**src/rtl/time_counter.sv**
```systemverilog
// Time-of-day counter (HH:MM:SS, packed BCD, 24-hour) advanced by a synchronised 1 Hz tick.
// Supports clear and validated load; all outputs are registered.
module time_counter #(
   parameter int unsigned SYNC_STAGES = 2
) (
   input  logic       clk50m,
   input  logic       rst_n,
   input  logic       clk1hz,
   input  logic       run,
   input  logic       clr,
   input  logic       set_en,
   input  logic [7:0] set_hh,
   input  logic [7:0] set_mm,
   input  logic [7:0] set_ss,
   output logic [7:0] hh,
   output logic [7:0] mm,
   output logic [7:0] ss,
   output logic       sec_pulse,
   output logic       day_wrap,
   output logic       set_err
);

   logic [SYNC_STAGES-1:0] sync_q, sync_d;
   logic                   dly_q;
   logic                   synced;
   logic                   tick;

   logic [7:0] hh_q, hh_d;
   logic [7:0] mm_q, mm_d;
   logic [7:0] ss_q, ss_d;
   logic       sec_q, sec_d;
   logic       wrap_q, wrap_d;
   logic       err_q, err_d;

   logic       load_ok;
   logic       ss_carry;
   logic       mm_carry;

   function automatic logic [7:0] bcd_inc(input logic [7:0] v, input logic [7:0] top);
      if (v == top)
         return 8'h00;
      else if (v[3:0] == 4'd9)
         return {v[7:4] + 4'd1, 4'h0};
      else
         return {v[7:4], v[3:0] + 4'd1};
   endfunction

   function automatic logic bcd_ok(input logic [7:0] v, input logic [7:0] top);
      return (v[7:4] <= 4'd9) && (v[3:0] <= 4'd9) && (v <= top);
   endfunction

   always_comb begin
      sync_d    = sync_q << 1;
      sync_d[0] = clk1hz;
   end

   assign synced = sync_q[SYNC_STAGES-1];
   // Sync and edge flops reset high so a clk1hz already high at release is not a rising edge.
   assign tick   = synced & ~dly_q;

   always_ff @(posedge clk50m or negedge rst_n) begin
      if (!rst_n) begin
         sync_q <= '1;
         dly_q  <= 1'b1;
      end else begin
         sync_q <= sync_d;
         dly_q  <= synced;
      end
   end

   assign load_ok  = bcd_ok(set_hh, 8'h23) && bcd_ok(set_mm, 8'h59) && bcd_ok(set_ss, 8'h59);
   assign ss_carry = (ss_q == 8'h59);
   assign mm_carry = (mm_q == 8'h59);

   // Priority clr > set_en > tick; a losing tick is dropped, never deferred.
   always_comb begin
      hh_d   = hh_q;
      mm_d   = mm_q;
      ss_d   = ss_q;
      sec_d  = 1'b0;
      wrap_d = 1'b0;
      err_d  = 1'b0;
      if (clr) begin
         hh_d = '0;
         mm_d = '0;
         ss_d = '0;
      end else if (set_en) begin
         if (load_ok) begin
            hh_d = set_hh;
            mm_d = set_mm;
            ss_d = set_ss;
         end else begin
            err_d = 1'b1;
         end
      end else if (tick && run) begin
         ss_d  = bcd_inc(ss_q, 8'h59);
         sec_d = 1'b1;
         if (ss_carry) begin
            mm_d = bcd_inc(mm_q, 8'h59);
            if (mm_carry) begin
               hh_d   = bcd_inc(hh_q, 8'h23);
               wrap_d = (hh_q == 8'h23);
            end
         end
      end
   end

   always_ff @(posedge clk50m or negedge rst_n) begin
      if (!rst_n) begin
         hh_q   <= '0;
         mm_q   <= '0;
         ss_q   <= '0;
         sec_q  <= 1'b0;
         wrap_q <= 1'b0;
         err_q  <= 1'b0;
      end else begin
         hh_q   <= hh_d;
         mm_q   <= mm_d;
         ss_q   <= ss_d;
         sec_q  <= sec_d;
         wrap_q <= wrap_d;
         err_q  <= err_d;
      end
   end

   assign hh        = hh_q;
   assign mm        = mm_q;
   assign ss        = ss_q;
   assign sec_pulse = sec_q;
   assign day_wrap  = wrap_q;
   assign set_err   = err_q;

endmodule
```
**config.mk**
```make
export PLATFORM = sky130hd
export DESIGN_NAME = time_counter
export DESIGN_NICKNAME = d
export VERILOG_FILES = /design/src/rtl/time_counter.sv
export SDC_FILE = /design/constraint.sdc
export NUM_CORES = 1
export LEC_CHECK = 0
export ABC_AREA = 1
export CORE_UTILIZATION = 34
export DETAILED_ROUTE_END_ITERATION = 6
export GPL_TIMING_DRIVEN = 0
export HOLD_SLACK_MARGIN = 0.06
export PLACE_DENSITY = 0.61
export RECOVER_POWER = 25
export SETUP_SLACK_MARGIN = 0.5
export SYNTH_ARGS = -nofsm -noshare
export SYNTH_HDL_FRONTEND = slang
export SYNTH_SLANG_ARGS = --single-unit
```
**constraint.sdc**
```tcl
create_clock -name clk50m -period 3.5 [get_ports clk50m]
set_input_delay 0.7 -clock clk50m [delete_from_list [all_inputs] [get_ports clk50m]]
set_output_delay 0.7 -clock clk50m [all_outputs]
set_load 0.05 [all_outputs]
```
==> flow_summary.toml <==
[logic_synthesis]
synth_top_cell_by_area = "dfrtp_1"
syn_area_um2 = 1994
yosys.cell_types.count = 32
syn_inst = 242
ys_top_cells_by_area = "dfrtp_1 (34%), nand2_1 (12%), ha_1 (7.5%)"
avgSynthCellArea_um2 = 8.241
ys_warn_count = 0
seq_area_frac_synth_pct = 37.83
synth-seq-cells = 30
syn_nets = 284
yosysTopAreaCellShare_pct = 33.88

[detailed_routing]
drt-initial-drc-count = 97
vias = 1833
routedWlPerCell_um = 13.43
via_per_inst = 4.849
drc = 0
drtAntennaViolNets = 0
drt-pass1-iter-count = 4
wl_um = 5076

[placed_design]
pre_cts_slack_ns = 1.168
placed_area_um2 = 2640
place_inst = 370
gp_congestion = 0.8010
io_buffers = 56
dp_hpwl_um = 3800

[pwr]
power.density_nw_per_um2 = 398.5
swShare_pct = 38.44
p_seq_share_pct = 39.9
p_leak_nw = 1.205
power_report.internal_total_mw = 0.6670
p_comb_share_pct = 35.1
vdd_drop_max_mv = 0.2386
switchingPower_mw = 0.4165
p_clk_share_pct = 25.0
power_mw = 1.084

[critical_path]
slowest_stage = "clkdlybuf4s50_1"
path_buf_inv = 1
path_cells = "clkdlybuf4s50_1"
start_kind = "flop"
critPathTopFamily = "buffers and inverters"
cp_data_arrival_time_ns = 1.59
path_max_fanout = 6
crit_required_ns = 2.80
cp-end-kind = "output port"
cpPeakStageDelay_ns = 0.85
path_class = "flop to output port"

[sta]
tightest_slew_ns = 1.660
period_minus_slack_ns = 2.286
fin_setup_tns_ns = 0
hold_viol_final = 0
maxSlewViolCount = 31
rsz0062_at_grt = "false"
whs_ns = 0.3617
setup_viol = 0
maxSlewHeadroom_pct = -10.66
setup_slack_ns = 1.214
skew_ns = 0.004130
finalCritPeriodShare_pct = 65.30
timing.fmax_mhz = 437.5

[global_routing]
track_usage_pct = 17.37
grt_pass1_wl_um = 8259
grt_pass1_vias = 1698
grt_max_degree = 31
overflow = 0
antenna_found_initial = 0

[floorplan]
initial_core_util_pct = 35.78
die_w_um = 78.59
die_h_um = 78.59
coreArea_um2 = 5574
io_pins = 57
row_count = 27
fp.dieArea_um2 = 6176

[cells_and_area]
drive_gt1_share_pct = 10.78
layout_commonest_cell = "nand2_1"
area_delta_synth_final_pct = 36.32
layout_common_cells = "nand2_1 (63), clkdlybuf4s50_1 (54), dfrtp_1 (27)"
fillers = 557
diodes = 0
fin_cells = 378
finalInstanceArea_um2 = 2719
nNetsFinal = 347
utilization_pct = 48.78

[clock_tree]
ctsHoldBuffers = 0
cts_sinks = 30
postCtsSetupBuffers = 0
insertion_delay_ns = 0.28
ctsHtreeMaxLevel = 2
cts-buffers-inserted = 5
cts_tree = "done"
post_cts_resized = 0
clk_path_buf_depth = 2
cts_root_buf = "clkbuf_8"
cts.reportedPaths.clkPinSlew_ns = 0.06

[hold_path]
hold_class = "flop to flop"

[outcome]
violations = "max-capacitance violations, max-slew violations"
outcome = "complete, but fails checks"

[job]
cap_violations = 1
## cell families (layout without fill, tap and decap cells)
group	Yosys count	in the layout	share of synthesized area (%)
buf+inv	25	89	5.646
compound gates	41	41	10.92
xor+xnor	12	12	5.270
fa+ha+maj	12	12	7.528
flops	30	30	37.83
simple gates	122	122	32.81
## worst paths after layout
kind                            startpoint         to  slack, ns  cells past startpoint
worst min-delay path             sync_q[0]  sync_q[1]       0.36                      0
worst max register to register       hh[0]      hh[1]       1.84                      6
worst min register to register   sync_q[0]  sync_q[1]       0.36                      0
max in group asynchronous            rst_n      ss[4]       1.70                      1
worst max-delay path                 hh[0]      hh[0]       1.21                      1
min in group asynchronous            rst_n      hh[6]       0.84                      1
## layout make-up
cell class	instances	area, um^2	share of cell area (%)
multi-input cells	187	1127	41.46
flip-flops and latches	30	754.5	27.75
repair buffers	56	554.3	20.39
well taps	72	90.09	3.313
inverters	21	81.33	2.991
clock buffers	8	80.08	2.945
plain buffers	4	31.28	1.150
## registers in the layout, summed over array words and instances (netlist names)
register	cells
hh	8
mm	8
ss	8
sync_q	2
day_wrap	1
dly_q	1
sec_pulse	1
set_err	1
## synthesized netlist by cell type, drive strengths merged
cell type	instances
nor2	28
a21oi	6
buf	4
xor2	7
nor3	1
a22oi	1
o21ai	29
o22ai	5
ha	12
nand3	17
nand4	6
inv	21
xnor2	5
nand3b	4
dfrtp	27
dfstp	3
nand2	65
nor4	1
## worst register-to-register path, stage by stage (launching register included)
cell and delay [ns]:
dfrtp_1 0.46, ha_1 0.26, nand4_1 0.13, nand3_1 0.30, o21ai_0 0.29, nand3_1 0.10
nand2_1 0.07
## power groups by stage
stage / Clock [mW] / Sequential [mW] / Combinational [mW]
floorplan: 0 / 0.544 / 0.128
global placement: 0 / 0.438 / 0.379
detailed placement: 0 / 0.438 / 0.383
CTS: 0.278 / 0.432 / 0.385
global route: 0.295 / 0.440 / 0.411
finish: 0.271 / 0.432 / 0.381
## routing by layer
layer	vias up	part of all wire, %	global-route usage [%]
met2	57	48	27.83
met3	4	5.9	2.791
met1	845	45	23.72
met5	-	0	0
li1	927	-	-
met4	0	0.83	5.556
Power figures use the tool's default switching activity.
